===== config.mk =====
export PLATFORM = sky130hd
export DESIGN_NAME = ann_mux_sequencer_flat
export DESIGN_NICKNAME = d
export VERILOG_FILES = /design/src/rtl/ann_mux_sequencer_if.sv /design/src/rtl/ann_mux_sequencer.sv /design/src/flat_wrapper.sv
export SDC_FILE = /design/constraint.sdc
export NUM_CORES = 1
export LEC_CHECK = 0
export CAP_MARGIN = 20
export CELL_PAD_IN_SITES_DETAIL_PLACEMENT = 0
export CELL_PAD_IN_SITES_GLOBAL_PLACEMENT = 1
export CORE_UTILIZATION = 25
export CTS_BUF_LIST = sky130_fd_sc_hd__clkbuf_2
export DETAILED_ROUTE_END_ITERATION = 7
export GPL_TIMING_DRIVEN = 0
export PLACE_DENSITY = 0.69
export RECOVER_POWER = 25
export SKIP_LAST_GASP = 1
export SLEW_MARGIN = 20
export SYNTH_ARGS = -nofsm -noshare
export SYNTH_HDL_FRONTEND = slang
export SYNTH_SLANG_ARGS = --single-unit

===== constraint.sdc =====
create_clock -name iClk -period 4.3 [get_ports iClk]
set_clock_uncertainty 0.15 [all_clocks]
set_input_delay 0.86 -clock iClk [delete_from_list [all_inputs] [get_ports iClk]]
set_output_delay 0.86 -clock iClk [all_outputs]
set_load 0.03 [all_outputs]

===== src/rtl/ann_mux_sequencer_if.sv =====
// ann_mux_sequencer_if: start, mux select/data and the valid/ready stream to the activation stage
interface ann_mux_sequencer_if #(
  parameter int DATA_W = 32,
  parameter int SEL_W  = 5
);
  logic              iStart;
  logic [SEL_W-1:0]  oSel;
  logic [DATA_W-1:0] iMux_data;
  logic [DATA_W-1:0] oData;
  logic [SEL_W-1:0]  oIdx;
  logic              oValid;
  logic              oLast;
  logic              iReady;
  logic              oBusy;
  logic              oDone;
  modport master (
    input  iStart, iMux_data, iReady,
    output oSel, oData, oIdx, oValid, oLast, oBusy, oDone
  );
  modport slave (
    output iStart, iMux_data, iReady,
    input  oSel, oData, oIdx, oValid, oLast, oBusy, oDone
  );
endinterface


===== src/rtl/ann_mux_sequencer.sv =====
// ann_mux_sequencer: walks the MAC-result mux select and streams each sum downstream, then pulses done
module ann_mux_sequencer #(
  parameter int NUM_NEURON = 20,
  parameter int DATA_W     = 32,
  parameter int SEL_W      = 5
) (
  input logic                  iClk,
  input logic                  iRst_n,
  ann_mux_sequencer_if.master  bus
);
  typedef enum logic [1:0] {IDLE, RUN, DRAIN, DONE} state_t;
  localparam logic [SEL_W-1:0] LAST_SEL = SEL_W'(NUM_NEURON - 1);
  state_t state;
  logic load;
  logic atLast;
  assign load   = !bus.oValid || bus.iReady;
  assign atLast = bus.oSel == LAST_SEL;
  // Sequencer FSM; every output is a register updated alongside the state
  always_ff @(posedge iClk) begin
    if (!iRst_n) begin
      state      <= IDLE;
      bus.oSel   <= '0;
      bus.oData  <= {DATA_W{1'b0}};
      bus.oIdx   <= '0;
      bus.oValid <= 1'b0;
      bus.oLast  <= 1'b0;
      bus.oBusy  <= 1'b0;
      bus.oDone  <= 1'b0;
    end else begin
      case (state)
        IDLE: if (bus.iStart) begin
          state    <= RUN;
          bus.oBusy <= 1'b1;
          bus.oSel  <= '0;
        end
        RUN: if (load) begin
          bus.oData  <= bus.iMux_data;
          bus.oIdx   <= bus.oSel;
          bus.oValid <= 1'b1;
          bus.oLast  <= atLast;
          if (atLast) state <= DRAIN;
          else bus.oSel <= bus.oSel + SEL_W'(1);
        end
        DRAIN: if (bus.iReady) begin
          state      <= DONE;
          bus.oValid <= 1'b0;
          bus.oLast  <= 1'b0;
          bus.oDone  <= 1'b1;
        end
        DONE: begin
          state     <= IDLE;
          bus.oDone <= 1'b0;
          bus.oBusy <= 1'b0;
          bus.oSel  <= '0;
        end
        default: state <= IDLE;
      endcase
    end
  end
endmodule


===== src/flat_wrapper.sv =====
// flat-port wrapper written by rule: the top's interface ports become plain ports
module ann_mux_sequencer_flat 
#(
  parameter int NUM_NEURON = 20,
  parameter int DATA_W     = 32,
  parameter int SEL_W      = 5
)
  (iClk, iRst_n, bus_iStart, bus_iMux_data, bus_iReady, bus_oSel, bus_oData, bus_oIdx, bus_oValid, bus_oLast, bus_oBusy, bus_oDone);
  ann_mux_sequencer_if #(.DATA_W(DATA_W), .SEL_W(SEL_W)) bus_i ();
  input logic iClk;
  input logic iRst_n;
  input wire logic [$bits(bus_i.iStart)-1:0] bus_iStart;
  input wire logic [$bits(bus_i.iMux_data)-1:0] bus_iMux_data;
  input wire logic [$bits(bus_i.iReady)-1:0] bus_iReady;
  output wire logic [$bits(bus_i.oSel)-1:0] bus_oSel;
  output wire logic [$bits(bus_i.oData)-1:0] bus_oData;
  output wire logic [$bits(bus_i.oIdx)-1:0] bus_oIdx;
  output wire logic [$bits(bus_i.oValid)-1:0] bus_oValid;
  output wire logic [$bits(bus_i.oLast)-1:0] bus_oLast;
  output wire logic [$bits(bus_i.oBusy)-1:0] bus_oBusy;
  output wire logic [$bits(bus_i.oDone)-1:0] bus_oDone;
  assign bus_i.iStart = bus_iStart;
  assign bus_i.iMux_data = bus_iMux_data;
  assign bus_i.iReady = bus_iReady;
  assign bus_oSel = bus_i.oSel;
  assign bus_oData = bus_i.oData;
  assign bus_oIdx = bus_i.oIdx;
  assign bus_oValid = bus_i.oValid;
  assign bus_oLast = bus_i.oLast;
  assign bus_oBusy = bus_i.oBusy;
  assign bus_oDone = bus_i.oDone;
  ann_mux_sequencer #(.NUM_NEURON(NUM_NEURON), .DATA_W(DATA_W), .SEL_W(SEL_W)) u_core (.iClk(iClk), .iRst_n(iRst_n), .bus(bus_i));
endmodule

---- Yosys cells after proc, flatten, opt, wreduce, memory -nomap -nowiden ----
Index checks and enable logic that the tools add are counted.
word-level totals
  flip-flop bits (word level) ............. 48
  input port bits ......................... 36
  output and inout port bits .............. 46
  word-level logic and storage cells ...... 49
operators by class
  $add $sub $neg .......................... 1
  eq/ne operators ......................... 9
  muxes and demuxes ....................... 18
  reduce and logical (&&, ||, !) cells .... 13
operators with widths
  operator             number
  $mux 5               3
  $pmux 5 s3           1
  $mux 2               4
  $pmux 1 s2           4
  $pmux 2 s4           1
  $reduce_and 4->1     2
  $ne 2x2->1 const B   3
  $reduce_and 2->1     3
  $reduce_bool 2->1    3
  $add 5x1->5 const B  1
  $eq 5x5->1 const B   1
  $mux 1               5
  $eq 2x2->1 const B   2
  $ne 2x1->1 const B   2
  $reduce_and 3->1     1
  $reduce_bool 3->1    1
  $eq 2x1->1 const B   1
  $logic_not 2->1      1
  $logic_not 1->1      1
  $logic_or 1x1->1     1

---- Longest topological paths before layout ----
Gate-level depths: netlist of run 1.
  word-level depth ........................ 4
  gate-level depth with buffers ........... 8
  mapped depth without buffers ............ 6

---- Worst setup path before layout of run 1 ----
No wires, ideal clock.
  path kind ............................... input -> register
  start point ............................. in iRst_n
  end point ............................... reg u_core.bus.oSel[2]
  setup time .............................. 0.088 ns
  arrival time ............................ 1.622 ns
  data required time ...................... 4.062 ns
  slack ................................... 2.439 ns
  cell stages on the path ................. 5
  buffers on the path ..................... 1
  path through ............................ buf_6 -> and2b_1 -> nand4_1 -> or2_4 -> o32ai_2
RTL lines
  item                  line                        text
  from (decl)           flat_wrapper.sv:11          input logic iRst_n;
  to (signal assigned)  ann_mux_sequencer.sv:42     else bus.oSel <= bus.oSel + SEL_W'(1);
  to (decl)             ann_mux_sequencer_if.sv:18  output oSel, oData, oIdx, oValid, oLast, oBusy, oDone

---- Worst setup path after layout of run 1 ----
  start point ............................. reg u_core.bus.oValid
  end point ............................... out bus_oValid
RTL lines
  item                    line                        text
  from (decl)             ann_mux_sequencer_if.sv:18
  from (signal assigned)  ann_mux_sequencer.sv:25     bus.oValid <= 1'b0;
  from (signal assigned)  ann_mux_sequencer.sv:39     bus.oValid <= 1'b1;
  from (signal assigned)  ann_mux_sequencer.sv:46     bus.oValid <= 1'b0;
  to (decl)               flat_wrapper.sv:18          output wire logic [$bits(bus_i.oValid)-1:0] bus_oValid;
No word-level cell between the ends.

==> results of run 1 <==
[worst max-delay path by stage]
| stage | startpoint | to | slack, ns |
|---|---|---|---|
| final | u_core.bus.oValid | bus_oValid | 1.67 |
| after global routing | u_core.bus.oSel[2] | bus_oSel[2] | 1.58 |
| after floorplan | iRst_n | u_core.bus.oSel[2] | 2.44 |
| after global placement | bus_iReady | u_core.bus.oData[21] | 1.79 |
| after detailed placement | bus_iReady | u_core.bus.oData[21] | 1.78 |
| after CTS | u_core.bus.oValid | bus_oValid | 1.57 |
[cell type report]
| class | count | share of cell area [%] |
|---|---|---|
| Buffer | 12 | 2.37 |
| Inverter | 8 | 1.05 |
| Multi-Input combinational cell | 166 | 29.2 |
| Clock inverter | 1 | 0.176 |
| Clock buffer | 6 | 1.05 |
| Tap cell | 99 | 4.35 |
| Sequential cell | 48 | 33.7 |
| Timing Repair Buffer | 80 | 28.1 |
[Yosys cell counts, types with 2 or more instances]
cell                       count
sky130_fd_sc_hd__a21oi_1      44
sky130_fd_sc_hd__buf_4         7
sky130_fd_sc_hd__clkbuf_1      4
sky130_fd_sc_hd__dfxtp_1      48
sky130_fd_sc_hd__ha_1          5
sky130_fd_sc_hd__inv_1         7
sky130_fd_sc_hd__nand2_1      86
sky130_fd_sc_hd__nand2b_1      2
sky130_fd_sc_hd__nand3_1       4
sky130_fd_sc_hd__nor2_1        4
sky130_fd_sc_hd__o211ai_1      3
sky130_fd_sc_hd__o22ai_1       2
[power groups by stage]
stage	Clock (mW)	Sequential (mW)	Combinational (mW)
2_1_floorplan	0	0.755	0.324
3_3_place_gp	0	0.600	0.759
3_5_place_dp	0	0.603	0.757
4_1_cts	0.190	0.593	0.759
5_1_grt	0.204	0.602	0.807
6_report	0.174	0.590	0.731
[cells by family (layout without fill, tap and decap cells)]
group	Yosys count	after routing	synth area share [%]
buffers and inverters	20	107	5.69
AND/OR/NAND/NOR	104	104	23.1
flip-flops	48	48	50.2
multiplexers	1	1	0.523
AO/OA/AOI/OAI	56	56	17.2
adder cells (fa/ha/maj)	5	5	3.27
[stage by stage]
step | power (mW) | std cells
after floorplan | 1.08 | 234
after global placement | 1.36 | 413
after detailed placement | 1.36 | 413
after CTS | 1.54 | 420
after global routing | 1.61 | 420
final | 1.50 | 420
[registers in the layout, indices dropped and copies added, names as in the netlist]
signal and count:
u_core.bus.oDone 1, u_core.bus.oIdx 5, u_core.bus.oValid 1, u_core.bus.oSel 5, u_core.bus.oBusy 1, u_core.bus.oLast 1, u_core.state 2, u_core.bus.oData 32
[routing by layer]
| metal | wire [um] | up-vias | global-route usage, % | part of all wire [%] |
|---|---|---|---|---|
| met5 | 0 | - | 0 | 0 |
| met4 | 25 | 0 | 4.04 | 0.51 |
| met3 | 314 | 2 | 2.95 | 6.3 |
| met2 | 2210 | 56 | 20.7 | 45 |
| met1 | 2400 | 810 | 16.4 | 49 |
| li1 | - | 941 | - | - |
==> summary.txt, run 1 <==
RUN STATUS
----------------------------------------------------------------------------------------
Result of the run                                                           finished, final reports clean

FLOORPLAN
----------------------------------------------------------------------------------------
Die outline area                                                             0.00801 mm2
Boundary Pins                                                                         82
Floorplan die height                                                             89.5 um
Horizontal extent of the die                                                     89.5 um
Placeable Area                                                               0.00733 mm2
Cell row count                                                                        31
Effective utilization at floorplan                                                 26.1%

WORST SETUP PATH
----------------------------------------------------------------------------------------
Sequence of cells on the critical path                                      clkdlybuf4s50_1
Arrival time worst endpoint                                                      1.62 ns
Critical Path Slowest Stage Cell                                            sky130_fd_sc_hd__clkdlybuf4s50_1
Largest fanout on the critical path                                                    5
Logic depth of the worst register-to-register path                                     7
Required @ worst endpoint                                                        3.29 ns
Number of gates on the worst path with buffers counted                                 1
Category of the worst setup path capture point                               output port
Critical register-to-register path endpoint                                 u_core.bus.oIdx[0]
Worst setup SP type                                                             register
Worst setup path category                                                   register to output port
Category of cells accounting for the largest share of critical-path delay   buffers and inverters
Reg2Reg Launch Point                                                        u_core.state[1]
Delay contributed by the slowest stage of the critical path                      0.72 ns
Setup slack, reg-to-reg                                                          2.32 ns
Bufs and invs on worst path                                                            1

STA
----------------------------------------------------------------------------------------
Slack of the critical path                                                       1.67 ns
Share of the cycle needed by the critical path after routing                       61.2%
Post-layout min period                                                           2.63 ns
Accumulated negative setup slack                                                    0 ns
Fin. Hold Viols                                                                        0
Final-report max-slew violation count                                                  0
Max-slew headroom                                                                  64.6%
Min Hold Slack                                                                  0.318 ns
Final setup violating endpoints                                                        0
Slew at the pin closest to its max-slew limit                                   0.531 ns
Fmax achieved                                                                  0.380 GHz
Setup repair after global routing missed its margin                                   no

SYNTH
----------------------------------------------------------------------------------------
Number of instances in the synthesized netlist                                       234
Share of synthesized registers carrying an async set or reset                         0%
Total nets after synthesis                                                           275
Number of enable flip-flop cells after synthesis                                       0
YS warnings                                                                            0
Post-Syn Area per Cell                                                          8.18 um2
Area share of the largest cell type after synthesis                                50.2%
Most common flop cell mapped by yosys                                       sky130_fd_sc_hd__dfxtp_1
Seq/Total Area, Yosys                                                              50.2%
Yosys reg bits                                                                        48
Largest cells by area after synthesis                                       sky130_fd_sc_hd__dfxtp_1, sky130_fd_sc_hd__nand2_1, sky130_fd_sc_hd__a21oi_1
Cell taking the most area after synthesis                                   sky130_fd_sc_hd__dfxtp_1
Post-Syn Area                                                                0.00191 mm2
Library cells used by synthesis                                                       30

JOB
----------------------------------------------------------------------------------------
Max Cap Viol                                                                           0

PLACEMENT
----------------------------------------------------------------------------------------
Worst slack at placement                                                         1.78 ns
Cell area reported after detailed placement                                  0.00284 mm2
Final HPWL from detailed placement                                               3570 um
Count of port buffers added during placement                                          80
Routability congestion estimate from global placement                              0.753

GLOBAL ROUTING
----------------------------------------------------------------------------------------
Global-route usage over all layers                                                 12.6%
Number of antenna violations at the first check in global routing                      0
Wire length of the first global-routing pass                                     7650 um
Number of global-route vias before repair                                           1635
Largest net degree at the start of global routing                                     14
Total gr overflow                                                                      0

FINISH
----------------------------------------------------------------------------------------
Footprint of the multi-input gates                                               832 um2
Fraction of final layout cells with drive strength greater than 1                  4.98%
Final cell area excluding filler cells                                       0.00285 mm2
Register Area                                                                    961 um2
Final core area utilization                                                        38.9%
Final antenna diode count                                                              0
Top library cells by usage in the layout, fill and taps aside               sky130_fd_sc_hd__nand2_1, sky130_fd_sc_hd__clkdlybuf4s50_1, sky130_fd_sc_hd__dfxtp_1
Synth-to-layout area growth                                                        48.9%
Number of nets in the layout                                                         362
Filler instances                                                                     780
Most common library cell in the layout ignoring fill and taps               sky130_fd_sc_hd__nand2_1

CLOCK TREE
----------------------------------------------------------------------------------------
Post-cts repair resize count                                                           0
Number of buffers created by CTS                                                       5
Buffer depth of the longest clock path                                                 2
Cell chosen for the clock root                                              sky130_fd_sc_hd__clkbuf_2
Clock tree from TritonCTS                                                          built
H-tree lvl count                                                                       2
Total setup buffers inserted after CTS                                                 0
Hold-fix buffers at CTS                                                                0
Clock Latency Late Sink                                                          0.38 ns
Reg clk slew, reported paths                                                     0.22 ns
CTS Sinks                                                                             48

MIN PATH
----------------------------------------------------------------------------------------
End point of the worst hold path                                            u_core.bus.oData[9]
Hold path depth                                                                        2
Worst hold path startpoint                                                  u_core.bus.oData[9]
Path class of the lowest-slack min-delay path                               register to register

POWER AND IR DROP
----------------------------------------------------------------------------------------
Reported leakage power                                                           1.01 nW
Pwr per Cell Area                                                             525 mW/mm2
Net switching power figure                                                      0.632 mW
Net switching fraction of the power                                                42.3%
IR Drop Worst-Case VDD                                                            246 uV
Comb power frac                                                                    48.9%
Clock share of power                                                               11.6%
P_int                                                                           0.863 mW
Seq pwr share                                                                      39.5%

DRT
----------------------------------------------------------------------------------------
Via count                                                                           1809
DRC violation count after routing                                                      0
DR pass1 iterations                                                                    5
Final routed wirelength across all metal layers                                  4950 um
Routed via count divided by cell count                                              4.31
Average routed wire per standard cell                                            11.8 um
Antenna viol nets, final                                                               0
Number of DRC markers in iteration 0                                                  27

No activity file was read; power rests on OpenSTA's default activity.
==> run 2, diff against run 1 <==
--- a/config.mk
+++ b/config.mk
@@ -12,7 +12,7 @@
 export CTS_BUF_LIST = sky130_fd_sc_hd__clkbuf_2
 export DETAILED_ROUTE_END_ITERATION = 7
 export GPL_TIMING_DRIVEN = 0
-export PLACE_DENSITY = 0.69
+export PLACE_DENSITY = 0.71
 export RECOVER_POWER = 25
 export SKIP_LAST_GASP = 1
 export SLEW_MARGIN = 20
==> constraint.sdc (replaced) <==
create_clock -name iClk -period 2.3 [get_ports iClk]
set_clock_uncertainty 0.15 [all_clocks]
set_input_delay 0.46 -clock iClk [delete_from_list [all_inputs] [get_ports iClk]]
set_output_delay 0.46 -clock iClk [all_outputs]
set_load 0.03 [all_outputs]
==> run 2 against run 1 <==
  * Register-to-register slack worse by 2.1 ns
  * Via count up 0.72%
  * Sequential share of layout area down 0.26 points
  * Critical path depth unchanged
  * Global-route usage about the same
  * Design area up 0.79%
  * Clock-buffer cell count down 1
  * Critical path type unchanged
  * Critical endpoint is now bus_oSel[0]
  * Largest cell class unchanged
==> summary.txt, run 2 (synthesis results as in run 1) <==
WORST SETUP PATH
----------------------------------------------------------------------------------------
Category of cells accounting for the largest share of critical-path delay   buffers and inverters
Category of the worst setup path capture point                               output port
Bufs and invs on worst path                                                            1
Sequence of cells on the critical path                                      clkdlybuf4s50_1
Critical Path Slowest Stage Cell                                            sky130_fd_sc_hd__clkdlybuf4s50_1
Delay contributed by the slowest stage of the critical path                      0.71 ns
Worst setup SP type                                                             register
Required @ worst endpoint                                                        1.69 ns
Worst setup path category                                                   register to output port
Arrival time worst endpoint                                                      1.58 ns
Largest fanout on the critical path                                                    6

POWER AND IR DROP
----------------------------------------------------------------------------------------
Net switching power figure                                                       1.20 mW
Pwr per Cell Area                                                             985 mW/mm2
Reported leakage power                                                           1.05 nW
Final Power                                                                      2.83 mW
Seq pwr share                                                                      39.0%
Net switching fraction of the power                                                42.5%
Comb power frac                                                                    49.0%
IR Drop Worst-Case VDD                                                            314 uV
P_int                                                                            1.63 mW
Clock share of power                                                               12.0%

GLOBAL ROUTING
----------------------------------------------------------------------------------------
Number of antenna violations at the first check in global routing                      0
Total gr overflow                                                                      0
Wire length of the first global-routing pass                                     7740 um
Number of global-route vias before repair                                           1634
Largest net degree at the start of global routing                                     15
Global-route usage over all layers                                                 12.6%

FINISH
----------------------------------------------------------------------------------------
Number of nets in the layout                                                         362
Final core area utilization                                                        39.2%
Register ranked first by flip-flop count                                    u_core.bus.oData
Top library cells by usage in the layout, fill and taps aside               sky130_fd_sc_hd__nand2_1, sky130_fd_sc_hd__clkdlybuf4s50_1, sky130_fd_sc_hd__dfxtp_1
Final antenna diode count                                                              0
Registers with the most flip-flops                                          u_core.bus.oData x32, u_core.bus.oIdx x5, u_core.bus.oSel x5
Max FFs per register                                                                  32
Fraction of final layout cells with drive strength greater than 1                  5.92%
Synth-to-layout area growth                                                        50.1%
Layout Cells excl Fill                                                               420
Most common library cell in the layout ignoring fill and taps               sky130_fd_sc_hd__nand2_1
Final cell area excluding filler cells                                       0.00287 mm2
Filler instances                                                                     784

FLOORPLAN
----------------------------------------------------------------------------------------
Die outline area                                                             0.00801 mm2
Placeable Area                                                               0.00733 mm2
Effective utilization at floorplan                                                 26.1%
Floorplan die height                                                             89.5 um
Cell row count                                                                        31
Horizontal extent of the die                                                     89.5 um
Boundary Pins                                                                         82

PLACEMENT
----------------------------------------------------------------------------------------
Final HPWL from detailed placement                                               3630 um
Count of port buffers added during placement                                          80
Routability congestion estimate from global placement                              0.785
Worst slack at placement                                                        0.190 ns
Cell area reported after detailed placement                                  0.00284 mm2
Placed insts                                                                         413

DRT
----------------------------------------------------------------------------------------
Average routed wire per standard cell                                            11.9 um
DRC violation count after routing                                                      0
Antenna viol nets, final                                                               0
DR pass1 iterations                                                                    6
Via count                                                                           1822
Final routed wirelength across all metal layers                                  4990 um
Number of DRC markers in iteration 0                                                  50
Routed via count divided by cell count                                              4.34

CLOCK TREE
----------------------------------------------------------------------------------------
Clock tree from TritonCTS                                                          built
H-tree lvl count                                                                       2
Number of buffers created by CTS                                                       5
Cell chosen for the clock root                                              sky130_fd_sc_hd__clkbuf_2
Hold-fix buffers at CTS                                                                0
Total setup buffers inserted after CTS                                                 0
Buffer depth of the longest clock path                                                 2
Post-cts repair resize count                                                           2
Reg clk slew, reported paths                                                     0.23 ns
CTS Sinks                                                                             48
Clock Latency Late Sink                                                          0.40 ns

STA
----------------------------------------------------------------------------------------
Slew at the pin closest to its max-slew limit                                   0.547 ns
Slack of the critical path                                                      0.109 ns
Min Hold Slack                                                                  0.139 ns
Post-layout min period                                                           2.19 ns
Fmax achieved                                                                  0.456 GHz
Setup repair after global routing missed its margin                                   no
Max-slew headroom                                                                  63.5%
Fin. Hold Viols                                                                        0
Final-report max-slew violation count                                                  0
Share of the cycle needed by the critical path after routing                       95.3%
Final setup violating endpoints                                                        0
Accumulated negative setup slack                                                    0 ns

MIN PATH
----------------------------------------------------------------------------------------
Path class of the lowest-slack min-delay path                               primary input to register

JOB
----------------------------------------------------------------------------------------
Max Cap Viol                                                                           0

RUN STATUS
----------------------------------------------------------------------------------------
Result of the run                                                           finished, final reports clean

-- run 2: cell count changes in the layout (fill, tap and decap cells not counted), sizes merged --
cell | previous run | this run
dlymetal6s2s | 0 | 1
dlygate4sd2 | 0 | 2
buf | 5 | 7
clkdlybuf4s50 | 78 | 77
clkinv | 1 | 2
dlygate4sd3 | 2 | 0
clkbuf | 13 | 10
-- run 2: path summary, 6_finish.rpt --
check | startpoint | endpoint | slack, ns | depth (start not counted)
max reg2reg | u_core.state[1] | u_core.bus.oData[9] | 0.26 | 8
max | u_core.bus.oSel[0] | bus_oSel[0] | 0.11 | 1
min reg2reg | u_core.bus.oBusy | u_core.bus.oBusy | 0.32 | 2
min | iRst_n | u_core.state[0] | 0.14 | 2
-- run 2: power by group through the flow --
stage	combinational (mW)	sequential (mW)	clock, mW
4_1_cts	1.42	1.11	0.372
2_1_floorplan	0.606	1.41	0
3_5_place_dp	1.43	1.13	0
6_report	1.39	1.10	0.339
5_1_grt	1.52	1.13	0.397
3_3_place_gp	1.41	1.12	0
-- run 2: cell type report --
class	count	area, um2	share of cell area (%)
Sequential cell	48	961	33.4
Multi-Input combinational cell	166	845	29.4
Clock inverter	2	12.5	0.436
Inverter	8	30.0	1.05
Timing Repair Buffer	80	801	27.9
Clock buffer	5	25.0	0.871
Tap cell	99	124	4.31
Buffer	12	75.1	2.61
-- run 2: routing by layer --
layer | up-vias | track usage [%] | wire length [um]
li1 | 942 | - | -
met1 | 821 | 16.1 | 2360
met2 | 57 | 21.4 | 2290
met3 | 2 | 3.23 | 337
met4 | 0 | 2.60 | 8
met5 | - | 0 | 0
==> run 3, diff against run 2 <==
--- a/config.mk
+++ b/config.mk
@@ -5,6 +5,7 @@
 export SDC_FILE = /design/constraint.sdc
 export NUM_CORES = 1
 export LEC_CHECK = 0
+export ABC_AREA = 1
 export CAP_MARGIN = 20
 export CELL_PAD_IN_SITES_DETAIL_PLACEMENT = 0
 export CELL_PAD_IN_SITES_GLOBAL_PLACEMENT = 1
@@ -12,7 +13,7 @@
 export CTS_BUF_LIST = sky130_fd_sc_hd__clkbuf_2
 export DETAILED_ROUTE_END_ITERATION = 7
 export GPL_TIMING_DRIVEN = 0
-export PLACE_DENSITY = 0.71
+export PLACE_DENSITY = 0.72
 export RECOVER_POWER = 25
 export SKIP_LAST_GASP = 1
 export SLEW_MARGIN = 20
==> run 3 against run 2 <==
  * Combinational power is 56% higher
  * Core utilization up 0.48 points
  * Flip-flop and latch count unchanged
  * Critical path depth unchanged
  * Die area rose by 2.7%
  * Critical path type unchanged
  * Highest routed layer unchanged
==> summary.txt, run 3 <==
RUN STATUS
----------------------------------------------------------------------------------------
Result of the run                                                           finished, final reports clean

POWER AND IR DROP
----------------------------------------------------------------------------------------
Reported leakage power                                                           1.25 nW
P_int                                                                            2.19 mW
Clock share of power                                                               11.7%
IR Drop Worst-Case VDD                                                            379 uV
Comb power frac                                                                    54.5%
Final Power                                                                      3.99 mW
Pwr per Cell Area                                                            1350 mW/mm2
Net switching fraction of the power                                                45.1%
Net switching power figure                                                       1.80 mW
Seq pwr share                                                                      33.8%

STA
----------------------------------------------------------------------------------------
Accumulated negative setup slack                                                    0 ns
Slew at the pin closest to its max-slew limit                                   0.480 ns
Post-layout min period                                                           2.12 ns
Setup repair after global routing missed its margin                                   no
Slack of the critical path                                                      0.178 ns
Fin. Hold Viols                                                                        0
Min Hold Slack                                                                  0.333 ns
Fmax achieved                                                                  0.471 GHz
Final setup violating endpoints                                                        0
Share of the cycle needed by the critical path after routing                       92.2%
Max-slew headroom                                                                  68.0%
Final-report max-slew violation count                                                  0

PLACEMENT
----------------------------------------------------------------------------------------
Routability congestion estimate from global placement                              0.801
Worst slack at placement                                                        0.350 ns
Cell area reported after detailed placement                                  0.00290 mm2
Count of port buffers added during placement                                          81
Final HPWL from detailed placement                                               3790 um

CLOCK TREE
----------------------------------------------------------------------------------------
Clock tree from TritonCTS                                                          built
Total setup buffers inserted after CTS                                                 0
Reg clk slew, reported paths                                                     0.25 ns
Clock Latency Late Sink                                                          0.42 ns
CTS Sinks                                                                             48
Number of buffers created by CTS                                                       5
Buffer depth of the longest clock path                                                 2
H-tree lvl count                                                                       2
Cell chosen for the clock root                                              sky130_fd_sc_hd__clkbuf_2

GLOBAL ROUTING
----------------------------------------------------------------------------------------
Wire length of the first global-routing pass                                     8360 um
Number of global-route vias before repair                                           1800
Global-route usage over all layers                                                 12.6%
Largest net degree at the start of global routing                                     16
Number of antenna violations at the first check in global routing                      0
Total gr overflow                                                                      0

FLOORPLAN
----------------------------------------------------------------------------------------
Die outline area                                                             0.00823 mm2
Placeable Area                                                               0.00745 mm2
Cell row count                                                                        31
Floorplan die height                                                             90.7 um
Effective utilization at floorplan                                                 26.4%
Boundary Pins                                                                         82
Horizontal extent of the die                                                     90.7 um

SYNTH
----------------------------------------------------------------------------------------
Most repeated cell in the gate-level netlist after synthesis                sky130_fd_sc_hd__nor2_1
Yosys reg bits                                                                        48
Area share of the largest cell type after synthesis                                48.9%
Post-Syn Area                                                                0.00197 mm2
YS warnings                                                                            0
Total nets after synthesis                                                           301
Post-Syn Area per Cell                                                          7.56 um2
Number of enable flip-flop cells after synthesis                                       0
Cell taking the most area after synthesis                                   sky130_fd_sc_hd__dfxtp_1
Leading post-synthesis cells by instance count                              sky130_fd_sc_hd__nor2_1, sky130_fd_sc_hd__dfxtp_1, sky130_fd_sc_hd__o21ai_0
Number of instances in the synthesized netlist                                       260
Most common flop cell mapped by yosys                                       sky130_fd_sc_hd__dfxtp_1
Share of synthesized registers carrying an async set or reset                         0%
Largest cells by area after synthesis                                       sky130_fd_sc_hd__dfxtp_1, sky130_fd_sc_hd__nor2_1, sky130_fd_sc_hd__o21ai_0
Library cells used by synthesis                                                       23
Seq/Total Area, Yosys                                                              48.9%

DRT
----------------------------------------------------------------------------------------
DR pass1 iterations                                                                    4
Routed via count divided by cell count                                              4.32
Via count                                                                           1935
Average routed wire per standard cell                                            11.4 um
Final routed wirelength across all metal layers                                  5130 um
Antenna viol nets, final                                                               0
Number of DRC markers in iteration 0                                                  29
DRC violation count after routing                                                      0

WORST SETUP PATH
----------------------------------------------------------------------------------------
Logic depth of the worst register-to-register path                                     8
CP startpoint                                                               u_core.bus.oData[17]
CP endpoint                                                                 bus_oData[17]
Reg2Reg Launch Point                                                        u_core.state[1]
Critical register-to-register path endpoint                                 u_core.bus.oIdx[0]
Number of gates on the worst path with buffers counted                                 1
Largest fanout on the critical path                                                    2
Bufs and invs on worst path                                                            1
Delay contributed by the slowest stage of the critical path                      0.68 ns
Setup slack, reg-to-reg                                                          0.37 ns
Category of cells accounting for the largest share of critical-path delay   buffers and inverters
Worst setup SP type                                                             register
Sequence of cells on the critical path                                      clkdlybuf4s50_1
Required @ worst endpoint                                                        1.69 ns
Critical Path Slowest Stage Cell                                            sky130_fd_sc_hd__clkdlybuf4s50_1
Worst setup path category                                                   register to output port
Category of the worst setup path capture point                               output port
Arrival time worst endpoint                                                      1.51 ns

FINISH
----------------------------------------------------------------------------------------
Register ranked first by flip-flop count                                    u_core.bus.oData
Top library cells by usage in the layout, fill and taps aside               sky130_fd_sc_hd__nor2_1, sky130_fd_sc_hd__clkdlybuf4s50_1, sky130_fd_sc_hd__dfxtp_1
Final antenna diode count                                                              0
Max FFs per register                                                                  32
Number of nets in the layout                                                         389
Registers with the most flip-flops                                          u_core.bus.oData x32, u_core.bus.oIdx x5, u_core.bus.oSel x5
Synth-to-layout area growth                                                        50.2%
Most common library cell in the layout ignoring fill and taps               sky130_fd_sc_hd__nor2_1
Final cell area excluding filler cells                                       0.00295 mm2
Fraction of final layout cells with drive strength greater than 1                  6.59%
Filler instances                                                                     818

MIN PATH
----------------------------------------------------------------------------------------
Path class of the lowest-slack min-delay path                               register to register

JOB
----------------------------------------------------------------------------------------
Max Cap Viol                                                                           0

[run 3: changes by cell type in the layout (fill, tap and decap cells not counted), moves of 6 or more]
| cell | before | now |
|---|---|---|
| sky130_fd_sc_hd__nand2_1 | 86 | 26 |
| sky130_fd_sc_hd__nor2_1 | 4 | 84 |
| sky130_fd_sc_hd__buf_4 | 6 | 0 |
| sky130_fd_sc_hd__a21oi_1 | 44 | 10 |
| sky130_fd_sc_hd__o21ai_0 | 0 | 36 |
| sky130_fd_sc_hd__inv_1 | 8 | 15 |
[run 3: cell type report]
class | instances | area, um2 | area share [%]
sequential | 48 | 961 | 32.5
multi-input combinational | 183 | 856 | 29.0
timing repair buffer | 81 | 822 | 27.8
tap | 99 | 124 | 4.19
inverter | 17 | 63.8 | 2.16
buffer | 12 | 60.1 | 2.03
clock inverter | 3 | 42.5 | 1.44
clock buffer | 5 | 25.0 | 0.847
[run 3: worst min path at each step]
stage	from	to	slack (ns)	cells after the start
finish	u_core.bus.oLast	u_core.bus.oLast	0.33	2
global route	u_core.bus.oLast	u_core.bus.oLast	0.37	2
CTS	u_core.bus.oLast	u_core.bus.oLast	0.33	2
detailed placement	u_core.bus.oLast	u_core.bus.oLast	0.30	2
global placement	u_core.bus.oLast	u_core.bus.oLast	0.31	2
floorplan	u_core.state[0]	u_core.state[0]	0.34	2
[run 3: cells by family after synthesis]
logic type      after synthesis  share of synthesized area, %
compound gates               51                          13.5
fa+ha+maj                     5                          3.18
buf+inv                      29                          7.25
flops                        48                          48.9
simple gates                127                          27.2
[run 3: power by group through the flow]
| stage | sequential [mW] | combinational [mW] | clock (mW) |
|---|---|---|---|
| 2_1_floorplan | 1.95 | 0.805 | 0 |
| 3_3_place_gp | 1.36 | 2.23 | 0 |
| 3_5_place_dp | 1.38 | 2.24 | 0 |
| 4_1_cts | 1.35 | 2.25 | 0.494 |
| 5_1_grt | 1.40 | 2.36 | 0.527 |
| 6_report | 1.35 | 2.17 | 0.469 |
[run 3: timing repair]
action / in CTS / in global routing
hold buffers: 0 / 0
setup endpoints to repair: 1 / 5
resized for setup: 1 / 5
gates cloned: 0 / 0
pin swaps: 0 / 0
[run 3: per-layer routing]
metal	wire length (um)	share of wire, %	up-vias	track usage [%]
li1	-	-	999	-
met1	2450	48	867	15.9
met2	2280	44	61	20.5
met3	295	5.8	8	3.20
met4	104	2.0	0	5.11
met5	0	0	-	0
[run 3: stage by stage]
| stage | utilization (%) | cells |
|---|---|---|
| floorplan | - | 260 |
| global placement | 39.0 | 440 |
| detailed placement | 39.0 | 440 |
| CTS | 39.9 | 448 |
| global route | 39.7 | 448 |
| finish | 39.7 | 448 |
